<file path="src/rtl/screen_pkg.sv">
// Shared types for the screen sequencer: image selection, sequencer states and fade limit.
package screen_pkg;

  typedef enum logic [1:0] {
    SCR_TITLE = 2'd0,
    SCR_PLAY  = 2'd1,
    SCR_OVER  = 2'd2
  } screen_e;

  typedef enum logic [2:0] {
    S_TITLE,
    S_PLAY,
    S_OVER,
    S_FADE_OUT,
    S_FADE_IN
  } seq_state_e;

  localparam logic [3:0] FADE_MAX = 4'd15;

  // Resting state reached once a fade-in towards the given screen completes.
  function automatic seq_state_e screen_to_state(screen_e scr);
    case (scr)
      SCR_PLAY: return S_PLAY;
      SCR_OVER: return S_OVER;
      default:  return S_TITLE;
    endcase
  endfunction

endpackage

</file>
<file path="src/rtl/frame_edge_detect.sv">
// One-cycle pulse on each falling edge of the active-low vsync; shared by per-frame blocks.
module frame_edge_detect (
  input  logic clk_i,
  input  logic rst_ni,
  input  logic vsync_i,
  output logic tick_o
);

  logic vsync_q;
  logic tick_q;

  always_ff @(posedge clk_i or negedge rst_ni) begin
    if (!rst_ni) begin
      vsync_q <= 1'b1;
      tick_q  <= 1'b0;
    end else begin
      vsync_q <= vsync_i;
      tick_q  <= vsync_q & ~vsync_i;
    end
  end

  assign tick_o = tick_q;

endmodule

</file>
<file path="src/rtl/screen_sequencer.sv">
// Screen/fade controller: picks the displayed image and brightness, stepping once per frame.
// Optional macro SCREEN_SEQ_TIMEOUT_EN adds an automatic return from game-over to title.
module screen_sequencer
  import screen_pkg::*;
#(
  parameter int unsigned FADE_FRAMES = 4,
  parameter int unsigned OVER_FRAMES = 180
) (
  input  logic       system_clock_in,
  input  logic       reset_n_in,
  input  logic       vsync,
  input  logic       start_btn,
  input  logic       player_dead,
  output screen_e    screen_sel,
  output logic [3:0] fade_level,
  output logic       game_enable,
  output logic       frame_tick
);

  localparam int unsigned CntW = $clog2(FADE_FRAMES + 1);
  localparam logic [CntW-1:0] CntLast = CntW'(FADE_FRAMES - 1);

  seq_state_e      state_q, state_d;
  screen_e         target_q, target_d;
  screen_e         sel_q, sel_d;
  logic [3:0]      level_q, level_d;
  logic [CntW-1:0] cnt_q, cnt_d;
  logic            start_evt_q, start_evt_d;
  logic            dead_evt_q, dead_evt_d;
  logic            start_btn_q;
  logic            ge_q, ge_d;
  logic            start_clr, dead_clr;

`ifdef SCREEN_SEQ_TIMEOUT_EN
  localparam int unsigned OverW = $clog2(OVER_FRAMES + 1);
  localparam logic [OverW-1:0] OverLast = OverW'(OVER_FRAMES - 1);
  logic [OverW-1:0] over_cnt_q, over_cnt_d;

  always_ff @(posedge system_clock_in or negedge reset_n_in) begin
    if (!reset_n_in) over_cnt_q <= '0;
    else             over_cnt_q <= over_cnt_d;
  end
`else
  // Game-over hold length only matters when the timeout is built.
  logic unused_over_frames;
  assign unused_over_frames = ^32'(OVER_FRAMES);
`endif

  frame_edge_detect u_frame_edge (
    .clk_i   (system_clock_in),
    .rst_ni  (reset_n_in),
    .vsync_i (vsync),
    .tick_o  (frame_tick)
  );

  always_comb begin
    state_d   = state_q;
    target_d  = target_q;
    sel_d     = sel_q;
    level_d   = level_q;
    cnt_d     = cnt_q;
    start_clr = 1'b0;
    dead_clr  = 1'b0;
`ifdef SCREEN_SEQ_TIMEOUT_EN
    over_cnt_d = over_cnt_q;
`endif
    if (frame_tick) begin
      case (state_q)
        S_TITLE: begin
          dead_clr = 1'b1;
          if (start_evt_q) begin
            start_clr = 1'b1;
            target_d  = SCR_PLAY;
            state_d   = S_FADE_OUT;
          end
        end
        S_PLAY: begin
          start_clr = 1'b1;
          if (dead_evt_q) begin
            dead_clr = 1'b1;
            target_d = SCR_OVER;
            state_d  = S_FADE_OUT;
          end
        end
        S_OVER: begin
          dead_clr = 1'b1;
          if (start_evt_q) begin
            start_clr = 1'b1;
            target_d  = SCR_TITLE;
            state_d   = S_FADE_OUT;
`ifdef SCREEN_SEQ_TIMEOUT_EN
          end else if (over_cnt_q == OverLast) begin
            target_d = SCR_TITLE;
            state_d  = S_FADE_OUT;
          end else begin
            over_cnt_d = over_cnt_q + 1'b1;
`endif
          end
        end
        S_FADE_OUT: begin
          if (cnt_q == CntLast) begin
            cnt_d = '0;
            // Image swap happens only while fully black.
            if (level_q == 4'd0) begin
              sel_d   = target_q;
              state_d = S_FADE_IN;
            end else begin
              level_d = level_q - 4'd1;
            end
          end else begin
            cnt_d = cnt_q + 1'b1;
          end
        end
        S_FADE_IN: begin
          if (cnt_q == CntLast) begin
            cnt_d = '0;
            if (level_q == FADE_MAX) begin
              state_d = screen_to_state(target_q);
`ifdef SCREEN_SEQ_TIMEOUT_EN
              over_cnt_d = '0;
`endif
            end else begin
              level_d = level_q + 4'd1;
            end
          end else begin
            cnt_d = cnt_q + 1'b1;
          end
        end
        default: state_d = S_TITLE;
      endcase
    end
    // A new event in the same cycle as a clear survives.
    start_evt_d = (start_btn & ~start_btn_q) | (start_evt_q & ~start_clr);
    dead_evt_d  = player_dead | (dead_evt_q & ~dead_clr);
    ge_d        = (state_d == S_PLAY);
  end

  always_ff @(posedge system_clock_in or negedge reset_n_in) begin
    if (!reset_n_in) begin
      state_q     <= S_TITLE;
      target_q    <= SCR_TITLE;
      sel_q       <= SCR_TITLE;
      level_q     <= FADE_MAX;
      cnt_q       <= '0;
      start_evt_q <= 1'b0;
      dead_evt_q  <= 1'b0;
      start_btn_q <= 1'b0;
      ge_q        <= 1'b0;
    end else begin
      state_q     <= state_d;
      target_q    <= target_d;
      sel_q       <= sel_d;
      level_q     <= level_d;
      cnt_q       <= cnt_d;
      start_evt_q <= start_evt_d;
      dead_evt_q  <= dead_evt_d;
      start_btn_q <= start_btn;
      ge_q        <= ge_d;
    end
  end

  assign screen_sel  = sel_q;
  assign fade_level  = level_q;
  assign game_enable = ge_q;

endmodule

</file>
<file path="config.mk">
export PLATFORM = sky130hd
export DESIGN_NAME = screen_sequencer
export DESIGN_NICKNAME = d
export VERILOG_FILES = /design/src/rtl/screen_pkg.sv /design/src/rtl/frame_edge_detect.sv /design/src/rtl/screen_sequencer.sv
export SDC_FILE = /design/constraint.sdc
export NUM_CORES = 1
export LEC_CHECK = 0
export ABC_AREA = 1
export CORE_UTILIZATION = 52
export CTS_CLUSTER_SIZE = 30
export DETAILED_ROUTE_END_ITERATION = 10
export PLACE_DENSITY = 0.75
export SLEW_MARGIN = 30
export SYNTH_ARGS = -nofsm -noshare
export SYNTH_HDL_FRONTEND = slang
export SYNTH_SLANG_ARGS = --single-unit
</file>
<file path="constraint.sdc">
create_clock -name system_clock_in -period 2.4 [get_ports system_clock_in]
set_clock_uncertainty 0.2 [all_clocks]
set_input_delay 0.24 -clock system_clock_in [delete_from_list [all_inputs] [get_ports system_clock_in]]
set_output_delay 0.24 -clock system_clock_in [all_outputs]
set_load 0.02 [all_outputs]
</file>
==> metrics.txt <==
status finished, final reports clean; crit path DAT 1.54 ns; layout net count 154; WL final approximately 1.9 mm; H-Tree Depth 1; measured slew at the worst slew-check pin 0.398 ns; crit share post-route 0.825; Synth Area in XOR/XNOR 0.0331; DRT antenna net count 0; final setup vio count 0; # rows 15; CP max FO 6; Startpoint Class flop; CTS root buf clkbuf_4; worst path cell trace clkdlybuf4s50_1; CTS tree done; Yosys top cell area share 0.355; Peak Freq 505 MHz; Cell variety after synth 17; met1 usage 0.270; Cell Pwr Density 1020 nW/um2; initial antenna violation count 0; worst skew pair latency 0.30 ns; sequential cell area fraction in the yosys report 0.479; fin. max-slew vios 0; largest net degree at the start of global routing 21; synthesis-to-finish area growth 20.0%; Compound-Gate Fraction of Synth Area 0.0851; reg2reg path depth 8; Worst VDD drop around 0.72 mV; Worst path max stage delay approximately 0.62 ns; synth top area cells dfrtp_1 35%, dfstp_2 12%, nand2_1 12%, inv_1 7.1%, o21ai_0 5.7%; Residual DRC 0; largest family of logic cells by synthesized area simple AND/OR/NAND/NOR gates; mux contribution to synthesized area 0.0142; I/O Pins 13; drt wl/cell 11.5 um; critical path class flop to output pin; Worst R2R End fade_level[3]; Critical Path RT 1.96 ns; Die Wd approximately 47 um; Fillers 150; Syn Nets 136; Setup TNS 0 ns; Syn Area/Cell 8.33 um2; first-pass GRT wire length 3.19 mm; share of cells above drive strength 1 0.118; setup slack, reg-to-reg between 0.5 and 0.6 ns; global route hottest layer met2; CTS buffer count 3; Tmin final just under 2 ns; max-capacitance violation count 0; GRT overflow 0; Reg clk slew, reported paths 0.11 ns; Die Y 47.1 um; GRT Total Usage 0.212; FF+latch count, synth 20; dpl hpwl approximately 1.5 mm; reg2reg start state_q[0]; Mapped Area 1060 um2; initial DRC count 33; CORE AREA 1820 um2; type of the tightest min-delay check input pin to async pin; cells after synthesis 127; number of diodes 0; max_slew headroom 0.732; P_leak 0.000634 uW; Port Buffers 12; Initial Util 0.581; crit path launch fade_level[0]; dominant cell type by area after synthesis dfrtp_1; GPL Wtd Cong 0.817; Detailed Routing Iterations Pass 1 4; vias 855; critical path depth in cells 1; vias in the first global route 786; CP bufs+invs 1; crit end category output pin; Synth Warn # 0; utilization after layout 0.698; Via density 5.06; Simple-Gate Fraction of Synth Area 0.264; fraction of the mapped netlist area in adder cells 0.0544; number of hold violations in the final report 0; delay-heaviest family, CP flip-flops; post-cts resize count 0; Post-CTS Repair Setup Buffers 0; Die ar. 2220 um2; deepest clock path buffer count 2; GR Layer Usage met2 0.336; CP max stage cell dfstp_2; met3 Use GR 0.0769; RSZ-0062 raised after global routing no; Hold Buf Count CTS 0; Clock Sinks 20
-- final cells by class --
type,instances,area (um2),area share
sequential,20,507,0.399
clock buffer,3,22.5,0.0177
timing repair buffer,13,128,0.100
multi-input combinational,87,477,0.375
tap,25,31.3,0.0246
clock inverter,1,30.0,0.0236
inverter,20,75.1,0.0591
-- cells in the final DEF (no fill, tap or decap) --
| cell type | instances |
|---|---|
| nand3_2 | 3 |
| bufinv_16 | 1 |
| fa_1 | 1 |
| nand3_1 | 8 |
| nor2_1 | 12 |
| nor2_4 | 2 |
| o21a_1 | 1 |
| inv_1 | 20 |
| a21oi_1 | 3 |
| clkdlybuf4s50_1 | 12 |
| clkbuf_4 | 3 |
| xnor2_1 | 4 |
| o21bai_1 | 1 |
| nor3_2 | 1 |
| ha_1 | 3 |
| mux2_4 | 1 |
| dfstp_2 | 5 |
| nand2_1 | 35 |
| dfrtp_1 | 15 |
| o21ai_0 | 12 |
| buf_4 | 1 |
-- cell usage after synthesis --
master and count:
a21oi_1 3, dfrtp_1 15, dfstp_2 5, fa_1 1
ha_1 3, inv_1 20, mux2_4 1, nand2_1 35
nand3_1 8, nand3_2 3, nor2_1 12, nor2_4 2
nor3_2 1, o21a_1 1, o21ai_0 12, o21bai_1 1
xnor2_1 4
-- flip-flops by register name, indices dropped and copies added (netlist names) --
signal / flops
dead_evt_q: 1
screen_sel: 2
start_btn_q: 1
game_enable: 1
u_frame_edge.tick_o: 1
target_q: 2
fade_level: 4
u_frame_edge.vsync_q: 1
start_evt_q: 1
state_q: 3
cnt_q: 3
-- metal layers --
metal  part of all wire  wire [um]
met3              0.064        124
met5                  0          0
met2               0.48        932
met4             0.0077         15
met1               0.45        868
-- power breakdown --
group	switching (uW)	internal (uW)	total, uW
Clock	100	169	269
Sequential	93.1	438	531
Combinational	282	210	492
Total	475	817	1290
-- how the worst max path moves through the flow --
stage                               end  slack (ns)
after floorplan           fade_level[3]        0.71
after global placement    fade_level[3]        0.65
after detailed placement  fade_level[3]        0.58
after CTS                 fade_level[0]        0.40
after global routing      fade_level[0]        0.36
final                     fade_level[0]        0.42
-- stage by stage --
| step | hold slack, ns | instances | total power (uW) | setup WS [ns] | instance area, um2 |
|---|---|---|---|---|---|
| floorplan | -0.256 | 127 | 865 | 0.712 | 1060 |
| global placement | 0.208 | 165 | 1000 | 0.654 | 1220 |
| detailed placement | 0.229 | 165 | 1020 | 0.582 | 1220 |
| CTS | 0.0572 | 169 | 1300 | 0.396 | 1270 |
| global route | 0.0813 | 169 | 1390 | 0.358 | 1270 |
| finish | 0.0644 | 169 | 1290 | 0.421 | 1270 |
-- kinds of logic after synthesis --
group                    count (synthesis)
AND/OR/NAND/NOR                         61
flip-flops                              20
buffers and inverters                   20
multiplexers                             1
AO/OA/AOI/OAI                           17
XOR/XNOR                                 4
adder cells (fa/ha/maj)                  4
Power figures use the tool's default switching activity.
